**src/rtl/lock_pkg.sv**
```systemverilog
// Shared types and defaults for the parametrised digit-lock controller.
// No logic; constants only. Build option LOCK_AUTO_RELOCK_EN uses RELOCK_CYC_DEF.
// No flow control; all consumers are single-cycle pulse driven.
package lock_pkg;

    typedef enum logic [1:0] {
        LOCKED   = 2'd0,
        CHECK    = 2'd1,
        UNLOCKED = 2'd2,
        LOCKOUT  = 2'd3
    } lock_state_t;

    localparam int unsigned PW_LEN_DEF      = 4;
    localparam int unsigned DIGIT_W_DEF     = 2;
    localparam int unsigned MAX_FAIL_DEF    = 3;
    localparam int unsigned LOCKOUT_CYC_DEF = 250000000;
    localparam int unsigned RELOCK_CYC_DEF  = 500000000;

    // Bits needed to hold values 0..max_val, never less than one.
    function automatic int unsigned cnt_w(input int unsigned max_val);
        return (max_val == 0) ? 1 : $clog2(max_val + 1);
    endfunction

endpackage

```
**src/rtl/lock_timer.sv**
```systemverilog
// Loadable down-counter; done is high whenever the count sits at zero.
// Latency: load takes effect next cycle; each run cycle subtracts one, saturating at zero.
// Backpressure: none; load has priority over run.
module lock_timer #(
    parameter int unsigned W = 8
) (
    input  logic         clk,
    input  logic         resetn,
    input  logic         load,
    input  logic [W-1:0] load_val,
    input  logic         run,
    output logic         done
);

    logic [W-1:0] cnt_q;

    always_ff @(posedge clk or negedge resetn) begin
        if (!resetn) begin
            cnt_q <= '0;
        end else if (load) begin
            cnt_q <= load_val;
        end else if (run && (cnt_q != '0)) begin
            cnt_q <= cnt_q - W'(1);
        end
    end

    assign done = (cnt_q == '0);

endmodule

```
**src/rtl/lock_fsm_param.sv**
```systemverilog
// Digit-code lock: entry buffer, stored code, compare, failure lockout (option LOCK_AUTO_RELOCK_EN adds idle relock).
// Latency: submit pulse at cycle N yields correct_pw/incorrect_pw and new state at N+2.
// Backpressure: none; button pulses arriving in CHECK or LOCKOUT are dropped.
module lock_fsm_param
    import lock_pkg::*;
#(
    parameter int unsigned PW_LEN      = PW_LEN_DEF,
    parameter int unsigned DIGIT_W     = DIGIT_W_DEF,
    parameter int unsigned MAX_FAIL    = MAX_FAIL_DEF,
    parameter int unsigned LOCKOUT_CYC = LOCKOUT_CYC_DEF
`ifdef LOCK_AUTO_RELOCK_EN
    ,
    parameter int unsigned RELOCK_CYC  = RELOCK_CYC_DEF
`endif
) (
    input  logic                          clk,
    input  logic                          resetn,
    input  logic [DIGIT_W-1:0]            digit_in,
    input  logic                          input_btn,
    input  logic                          submit_btn,
    input  logic                          store_btn,
    input  logic                          clear_btn,
    output logic                          unlocked,
    output logic                          locked_out,
    output logic                          correct_pw,
    output logic                          incorrect_pw,
    output logic [$clog2(PW_LEN+1)-1:0]   entry_cnt,
    output logic [PW_LEN*DIGIT_W-1:0]     entry_digits,
    output logic [$clog2(MAX_FAIL+1)-1:0] fail_cnt
);

    localparam int unsigned CW = $clog2(PW_LEN + 1);
    localparam int unsigned FW = $clog2(MAX_FAIL + 1);
`ifdef LOCK_AUTO_RELOCK_EN
    localparam int unsigned TMAX = (LOCKOUT_CYC > RELOCK_CYC) ? LOCKOUT_CYC - 1 : RELOCK_CYC - 1;
`else
    localparam int unsigned TMAX = LOCKOUT_CYC - 1;
`endif
    localparam int unsigned TW = cnt_w(TMAX);

    typedef logic [0:PW_LEN-1][DIGIT_W-1:0] code_t;

    lock_state_t   state_q, state_d;
    code_t         ent_q, ent_d, ent_app, code_q, code_d;
    logic [CW-1:0] cnt_q, cnt_d;
    logic [FW-1:0] fail_q, fail_d, fail_inc;
    logic          cpw_q, cpw_d, ipw_q, ipw_d;
    logic          tmr_load, tmr_run, tmr_done;
    logic [TW-1:0] tmr_val;
    logic          full, match;

    assign full     = (cnt_q == CW'(PW_LEN));
    assign match    = full && (ent_q == code_q);
    assign fail_inc = fail_q + FW'(1);

    // Buffer with digit_in written at the next free slot; only used when not full.
    always_comb begin
        ent_app = ent_q;
        for (int i = 0; i < int'(PW_LEN); i++) begin
            if (cnt_q == CW'(i)) begin
                ent_app[i] = digit_in;
            end
        end
    end

    always_comb begin
        state_d  = state_q;
        ent_d    = ent_q;
        cnt_d    = cnt_q;
        code_d   = code_q;
        fail_d   = fail_q;
        cpw_d    = 1'b0;
        ipw_d    = 1'b0;
        tmr_load = 1'b0;
        tmr_val  = TW'(LOCKOUT_CYC - 1);

        case (state_q)
            LOCKED: begin
                if (clear_btn) begin
                    ent_d = '0;
                    cnt_d = '0;
                end else if (submit_btn) begin
                    state_d = CHECK;
                end else if (store_btn) begin
                    state_d = LOCKED;
                end else if (input_btn && !full) begin
                    ent_d = ent_app;
                    cnt_d = cnt_q + CW'(1);
                end
            end
            CHECK: begin
                ent_d = '0;
                cnt_d = '0;
                if (match) begin
                    cpw_d   = 1'b1;
                    fail_d  = '0;
                    state_d = UNLOCKED;
`ifdef LOCK_AUTO_RELOCK_EN
                    tmr_load = 1'b1;
                    tmr_val  = TW'(RELOCK_CYC - 1);
`endif
                end else begin
                    ipw_d  = 1'b1;
                    fail_d = fail_inc;
                    if (fail_inc == FW'(MAX_FAIL)) begin
                        state_d  = LOCKOUT;
                        tmr_load = 1'b1;
                    end else begin
                        state_d = LOCKED;
                    end
                end
            end
            UNLOCKED: begin
                if (clear_btn) begin
                    ent_d = '0;
                    cnt_d = '0;
                end else if (submit_btn) begin
                    ent_d   = '0;
                    cnt_d   = '0;
                    state_d = LOCKED;
                end else if (store_btn) begin
                    if (full) begin
                        code_d = ent_q;
                        ent_d  = '0;
                        cnt_d  = '0;
                    end
                end else if (input_btn && !full) begin
                    ent_d = ent_app;
                    cnt_d = cnt_q + CW'(1);
                end
`ifdef LOCK_AUTO_RELOCK_EN
                // Any pulse restarts the idle window; silence until expiry relocks.
                if (clear_btn || submit_btn || store_btn || input_btn) begin
                    tmr_load = 1'b1;
                    tmr_val  = TW'(RELOCK_CYC - 1);
                end else if (tmr_done) begin
                    ent_d   = '0;
                    cnt_d   = '0;
                    state_d = LOCKED;
                end
`endif
            end
            LOCKOUT: begin
                if (tmr_done) begin
                    fail_d  = '0;
                    state_d = LOCKED;
                end
            end
            default: state_d = LOCKED;
        endcase
    end

`ifdef LOCK_AUTO_RELOCK_EN
    assign tmr_run = (state_q == LOCKOUT) || (state_q == UNLOCKED);
`else
    assign tmr_run = (state_q == LOCKOUT);
`endif

    lock_timer #(.W(TW)) u_timer (
        .clk      (clk),
        .resetn   (resetn),
        .load     (tmr_load),
        .load_val (tmr_val),
        .run      (tmr_run),
        .done     (tmr_done)
    );

    always_ff @(posedge clk or negedge resetn) begin
        if (!resetn) begin
            state_q <= LOCKED;
            ent_q   <= '0;
            cnt_q   <= '0;
            code_q  <= '0;
            fail_q  <= '0;
            cpw_q   <= 1'b0;
            ipw_q   <= 1'b0;
        end else begin
            state_q <= state_d;
            ent_q   <= ent_d;
            cnt_q   <= cnt_d;
            code_q  <= code_d;
            fail_q  <= fail_d;
            cpw_q   <= cpw_d;
            ipw_q   <= ipw_d;
        end
    end

    assign unlocked     = (state_q == UNLOCKED);
    assign locked_out   = (state_q == LOCKOUT);
    assign correct_pw   = cpw_q;
    assign incorrect_pw = ipw_q;
    assign entry_cnt    = cnt_q;
    assign entry_digits = ent_q;
    assign fail_cnt     = fail_q;

endmodule

```
**config.mk**
```make
export PLATFORM = sky130hd
export DESIGN_NAME = lock_fsm_param
export DESIGN_NICKNAME = d
export VERILOG_FILES = /design/src/rtl/lock_pkg.sv /design/src/rtl/lock_timer.sv /design/src/rtl/lock_fsm_param.sv
export SDC_FILE = /design/constraint.sdc
export NUM_CORES = 1
export LEC_CHECK = 0
export ABC_AREA = 1
export CAP_MARGIN = 20
export CORE_AREA = 5 5 62 120
export DETAILED_ROUTE_END_ITERATION = 10
export DIE_AREA = 0 0 67 125
export MAX_ROUTING_LAYER = met4
export PLACE_DENSITY = 0.75
export RECOVER_POWER = 25
export SYNTH_ARGS = -nofsm -noshare
export SYNTH_HDL_FRONTEND = slang
export SYNTH_SLANG_ARGS = --single-unit
```
**constraint.sdc**
```tcl
create_clock -name clk -period 1.82 [get_ports clk]
set_clock_uncertainty 0.15 [all_clocks]
set_input_delay 0.182 -clock clk [delete_from_list [all_inputs] [get_ports clk]]
set_output_delay 0.182 -clock clk [all_outputs]
set_load 0.1 [all_outputs]
```
# Word level (Yosys, flattened, before mapping)

Cells that the tools add are included.

$add $sub $neg: 3
Eq/ne operators: 17
Multiplexer cells: 42
Bitwise logic cells: 2
Reductions and logical operators: 15

Operators with widths:

| cell                                                  | count |
|---|---|
| two-way mux 8 bit                                     | 8 |
| two-way mux 28 bit                                    | 2 |
| logical NOT 28 bit                                    | 1 |
| nonzero test 28 bit                                   | 1 |
| subtractor 28 x 1 -> 28 bit, second input constant    | 1 |
| two-way mux 2 bit                                     | 13 |
| two-way mux 3 bit                                     | 8 |
| one-hot mux 8 bit (3 select lines)                    | 1 |
| AND reduction 5 bit                                   | 2 |
| inequality test 3 bit, second input constant          | 3 |
| one-hot mux 3 bit (3 select lines)                    | 1 |
| equality test 8 bit                                   | 1 |
| inequality test 2 bit, second input constant          | 4 |
| one-hot mux 2 bit (4 select lines)                    | 1 |
| two-way mux 1 bit                                     | 7 |
| equality test 2 bit, second input constant            | 3 |
| equality test 3 x 2 -> 1 bit, second input constant   | 2 |
| inequality test 5 x 4 -> 1 bit, second input constant | 1 |
| one-hot mux 2 bit (2 select lines)                    | 1 |
| AND reduction 4 bit                                   | 1 |
| nonzero test 2 bit                                    | 2 |
| adder 3 x 1 -> 3 bit, second input constant           | 1 |
| equality test 3 x 1 -> 1 bit, second input constant   | 1 |
| equality test 3 bit, second input constant            | 1 |
| 9 further kinds                                       | 12 |

Flip-flop bits (word level): 53
Input port bits: 8
Output and inout bits: 17
Logic and storage cells: 93

# Longest topological paths before layout

Gate-level depths: netlist of run 1.

Depth in word-level cells: 8
Depth in mapped cells: 12
Depth with buffers taken out: 12

# By module

From an unflattened synthesis of run 1, not the netlist that was laid out.

Cell total of the unflattened synthesis: 556
Area total of the unflattened synthesis: 3708.6 µm²

Modules (own cells, without submodules):

| module         | instances | cells an instance | area each (µm²) | sequential area each (µm²) |
|---|---|---|---|---|
| lock_timer     | 1         | 357               | 2202.1          | 700.7 |
| lock_fsm_param | 1         | 199               | 1506.4          | 625.6 |

# Worst setup path before layout of run 1

OpenSTA, ideal clock, no wires.

Path type: reg2reg
From: register cnt_q[0] (netlist: entry_cnt[0])
To: register cnt_q[1] (netlist: entry_cnt[1])
Library setup time: 0.074 ns
Arrival: 2.205 ns
Required time: 1.596 ns
Path slack: -0.609 ns
Stages on the path, launching flop included: 11
Path buffers: 1
Period minus slack after synthesis: 2.429 ns
Cells stage by stage: dfrtp_1 inv_1 ha_1 nand2_1 nand4_1 nand2_1 inv_1 nand2_1 buf_2 o21ai_0 nor2_1

Word-level cells in the longest chain between the ends: 8
Elaborated cells between the ends (all ways): 14

Ends and longest elaborated chain:

| item                                                         | line                  | text |
|---|---|---|
| from (decl)                                                  | lock_fsm_param.sv:45  | `logic [CW-1:0] cnt_q, cnt_d;` |
| from (signal assigned)                                       | lock_fsm_param.sv:180 | `cnt_q <= cnt_d;` |
| branches (longest 8 deep; another with adder 3 x 1 -> 3 bit) | n/a                   |  |

Several ways; the timed one is not identified. The select of a mux whose other input is x is not followed.
A chain may end at the register's enable or synchronous reset.

# Worst setup path after layout of run 1

From: register u_timer.cnt_q[12]
To: register u_timer.cnt_q[23]

Word-level cells in the longest chain between the ends: 3
Elaborated cells between the ends (all ways): 6

Ends and longest elaborated chain:

| item                                                                      | line                               | text |
|---|---|---|
| from (decl)                                                               | lock_timer.sv:15                   | `logic [W-1:0] cnt_q;` |
| from (signal assigned)                                                    | lock_timer.sv:21                   | `cnt_q <= load_val;` |
| from (signal assigned)                                                    | lock_timer.sv:23                   | `cnt_q <= cnt_q - W'(1);` |
| subtractor 28 x 1 -> 28 bit / nonzero test 28 bit (equally long branches) | lock_timer.sv:23, lock_timer.sv:22 |  |
| two-way mux 28 bit / logical AND 1 bit (equally long branches)            | lock_timer.sv:22                   | `end else if (run && (cnt_q != '0)) begin` |
| two-way mux 28 bit / nonzero test 2 bit (equally long branches)           | n/a                                |  |

Several ways; a longest one is shown, not always the timed one. The select of a mux whose other input is x is not followed.

==> results of run 1 <==
## flip-flops by register name (all words and copies together), names as in the netlist
signal,count
incorrect_pw,1
fail_cnt,2
entry_digits,8
code_q,8
correct_pw,1
entry_cnt,3
state_q,2
u_timer.cnt_q,28
## through the flow
step	area [um2]	setup slack, ns
2_1_floorplan	3430	-0.120
3_3_place_gp	4240	-0.175
3_5_place_dp	4240	-0.225
4_1_cts	4670	-0.0726
5_1_grt	4860	-0.326
6_report	4860	-0.186
## area by class of cell
cell class                 count  share of cell area (%)
sequential                    53                    27.7
clock inverter                 3                   0.515
multi-input combinational    338                    39.3
clock buffer                   5                    2.57
timing repair buffer          92                    21.5
inverter                      78                    6.12
tap                           88                    2.26
## critical path: cells and delay by family (launching register included)
kind | cells | cell delay (ns)
compound gates | 1 | 0.24
buf+inv | 2 | 0.20
flops | 1 | 0.38
simple gates | 6 | 0.92
## logic make-up after synthesis
| group | synth area share, % |
|---|---|
| simple gates | 39.0 |
| compound gates | 4.72 |
| buf+inv | 11.2 |
| xor+xnor | 0.528 |
| flops | 40.0 |
| fa+ha+maj | 4.53 |
## what timing repair did
action / in CTS / in global routing
resized for setup: 33 / 32
buffers inserted: 8 / 5
endpoints found under the setup margin: 33 / 43
gates cloned: 4 / 1
hold buffers: 1 / 0
endpoints found under the hold margin: 20 / 0
pin swaps: 19 / 12
## path summary, 6_finish.rpt
check                                  startpoint                 to  slack [ns]
worst min-delay path                       resetn  u_timer.cnt_q[18]        0.26
worst max-delay path            u_timer.cnt_q[12]  u_timer.cnt_q[23]       -0.19
worst min register to register  u_timer.cnt_q[25]  u_timer.cnt_q[25]        0.36
max in group asynchronous                  resetn    entry_digits[6]        0.67
min in group clk                u_timer.cnt_q[25]  u_timer.cnt_q[25]        0.36
worst max register to register  u_timer.cnt_q[12]  u_timer.cnt_q[23]       -0.19
## Yosys cell counts
cell type,number,area (um2)
nand3b_1,4,30.0
nand4_1,18,113
nor2_1,70,263
buf_6,5,56.3
nand2_2,4,25.0
a21oi_1,5,25.0
nor3_1,1,5.00
inv_1,74,278
buf_2,1,5.00
nand3_1,44,220
nor2_2,7,43.8
inv_2,4,15.0
o21ai_1,9,45.0
nor4_1,1,6.26
nor3_2,2,20.0
ha_1,12,150
o21ai_2,1,8.76
nand2_4,1,11.3
nand3_2,2,20.0
o21ai_0,14,70.1
nor2_4,2,22.5
nand2_1,137,514
dfrtp_1,53,1330
clkbuf_1,1,3.75
o211ai_1,1,7.51
xnor2_1,1,8.76
buf_4,2,15.0
xor2_1,1,8.76
## power breakdown
| part | internal [mW] | switching, mW | total [mW] |
|---|---|---|---|
| registers | 1.56 | 0.346 | 1.90 |
| clock network | 0.518 | 0.468 | 0.987 |
| logic | 1.77 | 2.66 | 4.43 |
| total | 3.85 | 3.48 | 7.32 |
## per-layer routing
| layer | GRT usage [%] | vias to the layer above | wire length [um] |
|---|---|---|---|
| met1 | 27.9 | 1673 | 3810 |
| met5 | - | - | 0 |
| met3 | 3.86 | 45 | 571 |
| met4 | 10.2 | 0 | 461 |
| li1 | - | 1674 | - |
| met2 | 39.8 | 148 | 5320 |
==> reports/qor.yml, run 1 <==
grt:
  grt_max_degree: 34
  gr-total-overflow: 0
  antenna_found_initial: 0
  grt_pass1_vias: 3351
  grt_use_total_pct: 24.0
  grt_pass1_wl_mm: 15.3
power_and_ir_drop:
  peakVddDrop_v: 0.00117
  p_total_mw: 7.32
  power.density_nw_per_um2: 1510
  cellLeakagePower_nw: 2.37
sta:
  fmax_mhz: 498
  hold-worst-slack_ns: 0.261
  worstMarginPinSlew_ns: 0.585
  max_slew_margin_pct: 61.0
  report.final.setup_viol: 39
  period_needed_ns: 2.01
  hold_violations: 0
  slew_viol_final: 0
  finalWorstSetupSlack_ns: -0.186
  rsz0062_at_grt: "yes"
  period_share_pct: 110
  fin_setup_tns_ns: -3.01
placed_design:
  placedCellCount: 630
  routabilityCongestion: 0.869
  dp_hpwl_mm: 5.96
  portBuffers: 24
floorplan:
  die_h_um: 125
  dieArea_um2: 8380
  initial_core_util_pct: 51.3
  fp.dieW_um: 67
  placeableCoreArea_um2: 6460
  rows: 42
  pin_count: 25
cells_and_area:
  final_cells: 657
  multi_input_area_um2: 1910
  final_nets: 588
  most-common-layout-cells: "nand2_1 (124), inv_1 (68), nor2_1 (61), buf_4 (57), dfrtp_1 (41)"
  antenna_cells: 0
  layout_commonest_cell: "nand2_1"
  drive_above_1_share_pct: 32.9
  final_util_pct: 75.2
  seqCellArea_um2: 1350
  syn_to_final_growth_pct: 46.6
  fillers: 429
logic_synthesis:
  synth_area_per_cell_um2: 6.95
  synth_cell_types: 28
  ys_ff_latch: 53
  syn_nets: 497
  yosysSeqAreaShare_pct: 40.0
  synthCells: 477
  ys_warn_count: 0
  syn_area_um2: 3320
setup_path:
  worstPathRequired_ns: 1.85
  cpMostUsedCell: "nand2_1"
  end_kind: "flip-flop"
  critPathLaunchType: "flip-flop"
  path_max_fanout: 4
  critPathKind: "reg -> reg"
  cp_slowest_cell: "dfrtp_1"
  cp_cell_sequence: "buf_4 -> inv_1 -> nand2_1 -> nor2_1 -> nand3_1 -> nor2_4 -> nand2_1 -> o21ai_1 -> nand3_2"
  worstRegToRegCells: 9
  cp_data_arrival_time_ns: 2.03
  max_stage_delay_ns: 0.38
detailed_routing:
  wl_per_cell_um: 15.5
  drt-pass1-iter-count: 5
  ant_nets: 0
  via_count: 3540
  drc: 0
  first_iter_violations: 399
  viasPerCell: 5.39
  routed_wl_mm: 10.2
min_path:
  hold_class: "in -> async"
cts:
  cts_max_path_buffers: 2
  cts_buffers: 5
  htreeDepth: 2
  clk_latency_ns: 0.30
  root_buffer: "clkbuf_16"
  clock_sinks: 53
  clk_pin_slew_ns: 0.07
  cts_tree: "yes"
status:
  status: "finished, violations left"
  violations: "setup timing"
run:
  max_cap_viol_count: 0
No activity file was read; power rests on OpenSTA's default activity.
==> inputs of run 2 (changes only) <==
- ABC_AREA: 1 -> default
- CORE_AREA: 5 5 62 120 -> 5 5 59 114
- DIE_AREA: 0 0 67 125 -> 0 0 64 119
- PLACE_DENSITY: 0.75 -> 0.74
==> reports/qor.yml, run 2 <==
logic_synthesis:
  synthFlopType: "dfrtp_1"
  synth_top_area_share_pct: 46.2  # +6.2 points
  syn_area_um2: 2870  # -14%
  synth-edff-count: 0  # unchanged
  synth_top_area_cell: "dfrtp_1"
  yosysSeqAreaShare_pct: 46.2  # +6.2 points
  synthArstFlopShare_pct: 100  # unchanged
  netlist_top_cells_count: "dfrtp_1 (53), nand3_1 (18), nor2_1 (17)"
  ys_warn_count: 0  # unchanged
  syn_nets: 298  # -40%
  ys_top_cells_by_area: "dfrtp_1 (46%), ha_1 (5.2%), mux2_2 (3.5%), mux2i_1 (3.5%), nand3_1 (3.1%)"
  synthCells: 278  # -42%
  synth_area_per_cell_um2: 10.3  # +48%
  synth_cell_types: 45  # +61%
  synth.most_common_cell: "dfrtp_1"
  ys_ff_latch: 53  # unchanged
cells_and_area:
  final_nets: 425  # -28%
  drive_above_1_share_pct: 53.9  # +21 points
  most-common-layout-cells: "buf_4 (78), dfrtp_1 (39), buf_6 (20), buf_12 (17)"
  largest_register_ff_count: 28  # unchanged
  antenna_cells: 0  # unchanged
  top_register: "u_timer.cnt_q"
  final_util_pct: 84.8  # +9.6 points
  layout_commonest_cell: "buf_4"
  syn_to_final_growth_pct: 68.8
setup_path:
  reg2reg_from: "u_timer.cnt_q[5]"
  critical_path.top_delay_family: "simple AND/OR/NAND/NOR gates"
  crit_start: "u_timer.cnt_q[5]"
  cp_slowest_cell: "or4_4"
  max_stage_delay_ns: 0.57  # +0.19 ns
  path_max_fanout: 5  # +1
  reg2reg_slack_ns: -0.64  # -0.45 ns
  end_kind: "flip-flop"
  critPathLaunchType: "flip-flop"
  cp_data_arrival_time_ns: 2.48  # +0.45 ns
  critPathKind: "reg -> reg"
  critPathBufInv: 1  # -1
  worstPathRequired_ns: 1.85  # about the same
  cp_cell_sequence: "or4_4 -> nor4b_4 -> buf_4 -> o211ai_1 -> o21ai_1 -> or3b_1"
sta:
  fmax_mhz: 407  # -18%
  fin_setup_tns_ns: -20.67  # -17.66 ns
  finalWorstSetupSlack_ns: -0.639  # -0.453 ns
  worstMarginPinSlew_ns: 0.746  # +0.161 ns
  rsz0062_at_grt: "yes"
  hold_violations: 0  # unchanged
  period_share_pct: 135  # +25 points
  report.final.setup_viol: 51  # +31%
  slew_viol_final: 0  # unchanged
  max_slew_margin_pct: 50.3  # -11 points
  period_needed_ns: 2.46  # +0.453 ns
cts:
  htreeDepth: 2  # unchanged
  clock_sinks: 53  # unchanged
  cts_buffers: 5  # unchanged
  clk_pin_slew_ns: 0.07  # about the same
  clk_latency_ns: 0.30  # about the same
  cts_tree: "yes"
  cts_max_path_buffers: 2  # unchanged
  root_buffer: "clkbuf_16"
detailed_routing:
  routed_wl_mm: 10.2  # +0.57%
  drc: 0  # unchanged
  wl_per_cell_um: 21.9  # +41%
  first_iter_violations: 297  # -26%
  via_count: 2866  # -19%
  drt-pass1-iter-count: 4  # -1
  ant_nets: 0  # unchanged
  viasPerCell: 6.14  # +14%
grt:
  grt_pass1_vias: 3097  # -7.6%
  gr-total-overflow: 0  # unchanged
  grt_pass1_wl_mm: 15.3  # +0.36%
  grt_max_degree: 54  # +59%
  grt_use_total_pct: 26.4  # +2.4 points
  antenna_found_initial: 0  # unchanged
placed_design:
  portBuffers: 24  # unchanged
  routabilityCongestion: 0.796  # -8.4%
  dp_hpwl_mm: 5.51  # -7.6%
floorplan:
  die_h_um: 119  # -4.8%
  dieArea_um2: 7620  # -9.1%
  placeableCoreArea_um2: 5710  # -12%
  initial_core_util_pct: 50.3  # -1.1 points
  rows: 39  # -7.1%
  pin_count: 25  # unchanged
  fp.dieW_um: 64  # -4.5%
min_path:
  min_from: "code_q[0]"
  hold_class: "reg -> reg"
run:
  max_cap_viol_count: 0  # unchanged
power_and_ir_drop:
  peakVddDrop_v: 0.00147  # +25%
  cellLeakagePower_nw: 1.97  # -17%
  p_total_mw: 6.90  # -5.7%
  power.density_nw_per_um2: 1430  # -5.4%
status:
  status: "finished, violations left"
  violations: "setup timing"
run 2: changes by cell type in the layout (fill, tap and decap cells not counted), sizes merged, moves of 10 or more:
cell,delta
nand4,-14
mux2i,+10
nor2,-63
nand2,-133
or3,+14
buf,+34
or4,+11
inv,-67
o31ai,+11
nand3,-28
run 2: power breakdown:
part	total [mW]	switching (mW)	internal [mW]
Sequential	1.85	0.328	1.52
Combinational	3.97	2.26	1.71
Clock	1.09	0.438	0.648
run 2: repair_timing:
item,4_1_cts,5_1_grt
cloned,3,0
setup endpoints to repair,51,51
setup buffers,16,8
endpoints found under the hold margin,53,0
hold buffers,1,0
gates resized for setup,54,34
pin swaps,22,26
run 2: path summary, 6_finish.rpt:
kind	to	depth (start not counted)
worst max-delay path	u_timer.cnt_q[13]	6
max in group asynchronous	entry_digits[7]	3
min in group asynchronous	u_timer.cnt_q[14]	3
worst min-delay path	code_q[0]	1
worst min register to register	code_q[0]	1
worst max register to register	u_timer.cnt_q[13]	6
run 2: logic make-up (layout without fill, tap and decap cells):
logic type	count (synthesis)	after routing	share of synthesized area, %
buffers and inverters	18	145	2.35
and+or+nand+nor	110	110	21.9
muxes	19	19	7.02
DFF	53	53	46.2
xor gates and xnor gates	14	14	4.27
AOI/OAI and AO/OA	52	53	13.0
adders and majority gates	12	12	5.23
run 2: layer usage:
layer | GRT usage [%] | wire length [um] | vias to the layer above
met5 | - | 0 | -
met4 | 13.9 | 348 | 0
met3 | 3.11 | 432 | 31
met2 | 47.0 | 5780 | 110
met1 | 27.2 | 3660 | 1443
li1 | - | - | 1282
run 2: stage by stage:
stage | worst slack (ns) | hold WS [ns] | cell area [um2] | cells
finish | -0.639 | 0.397 | 4840 | 467
global route | -0.718 | 0.407 | 4840 | 467
CTS | -0.559 | 0.275 | 4680 | 460
detailed placement | -0.599 | 0.0496 | 4110 | 434
global placement | -0.569 | 0.0509 | 4110 | 434
floorplan | -0.469 | -0.264 | 3090 | 278
run 2: final cells by class:
| class | count | area [um2] |
|---|---|---|
| Timing Repair Buffer | 125 | 1250 |
| Clock inverter | 2 | 35.0 |
| Tap cell | 61 | 76.3 |
| Multi-Input combinational cell | 208 | 1940 |
| Fill cell | 270 | 866 |
| Sequential cell | 53 | 1360 |
| Inverter | 12 | 52.6 |
| Clock buffer | 6 | 129 |
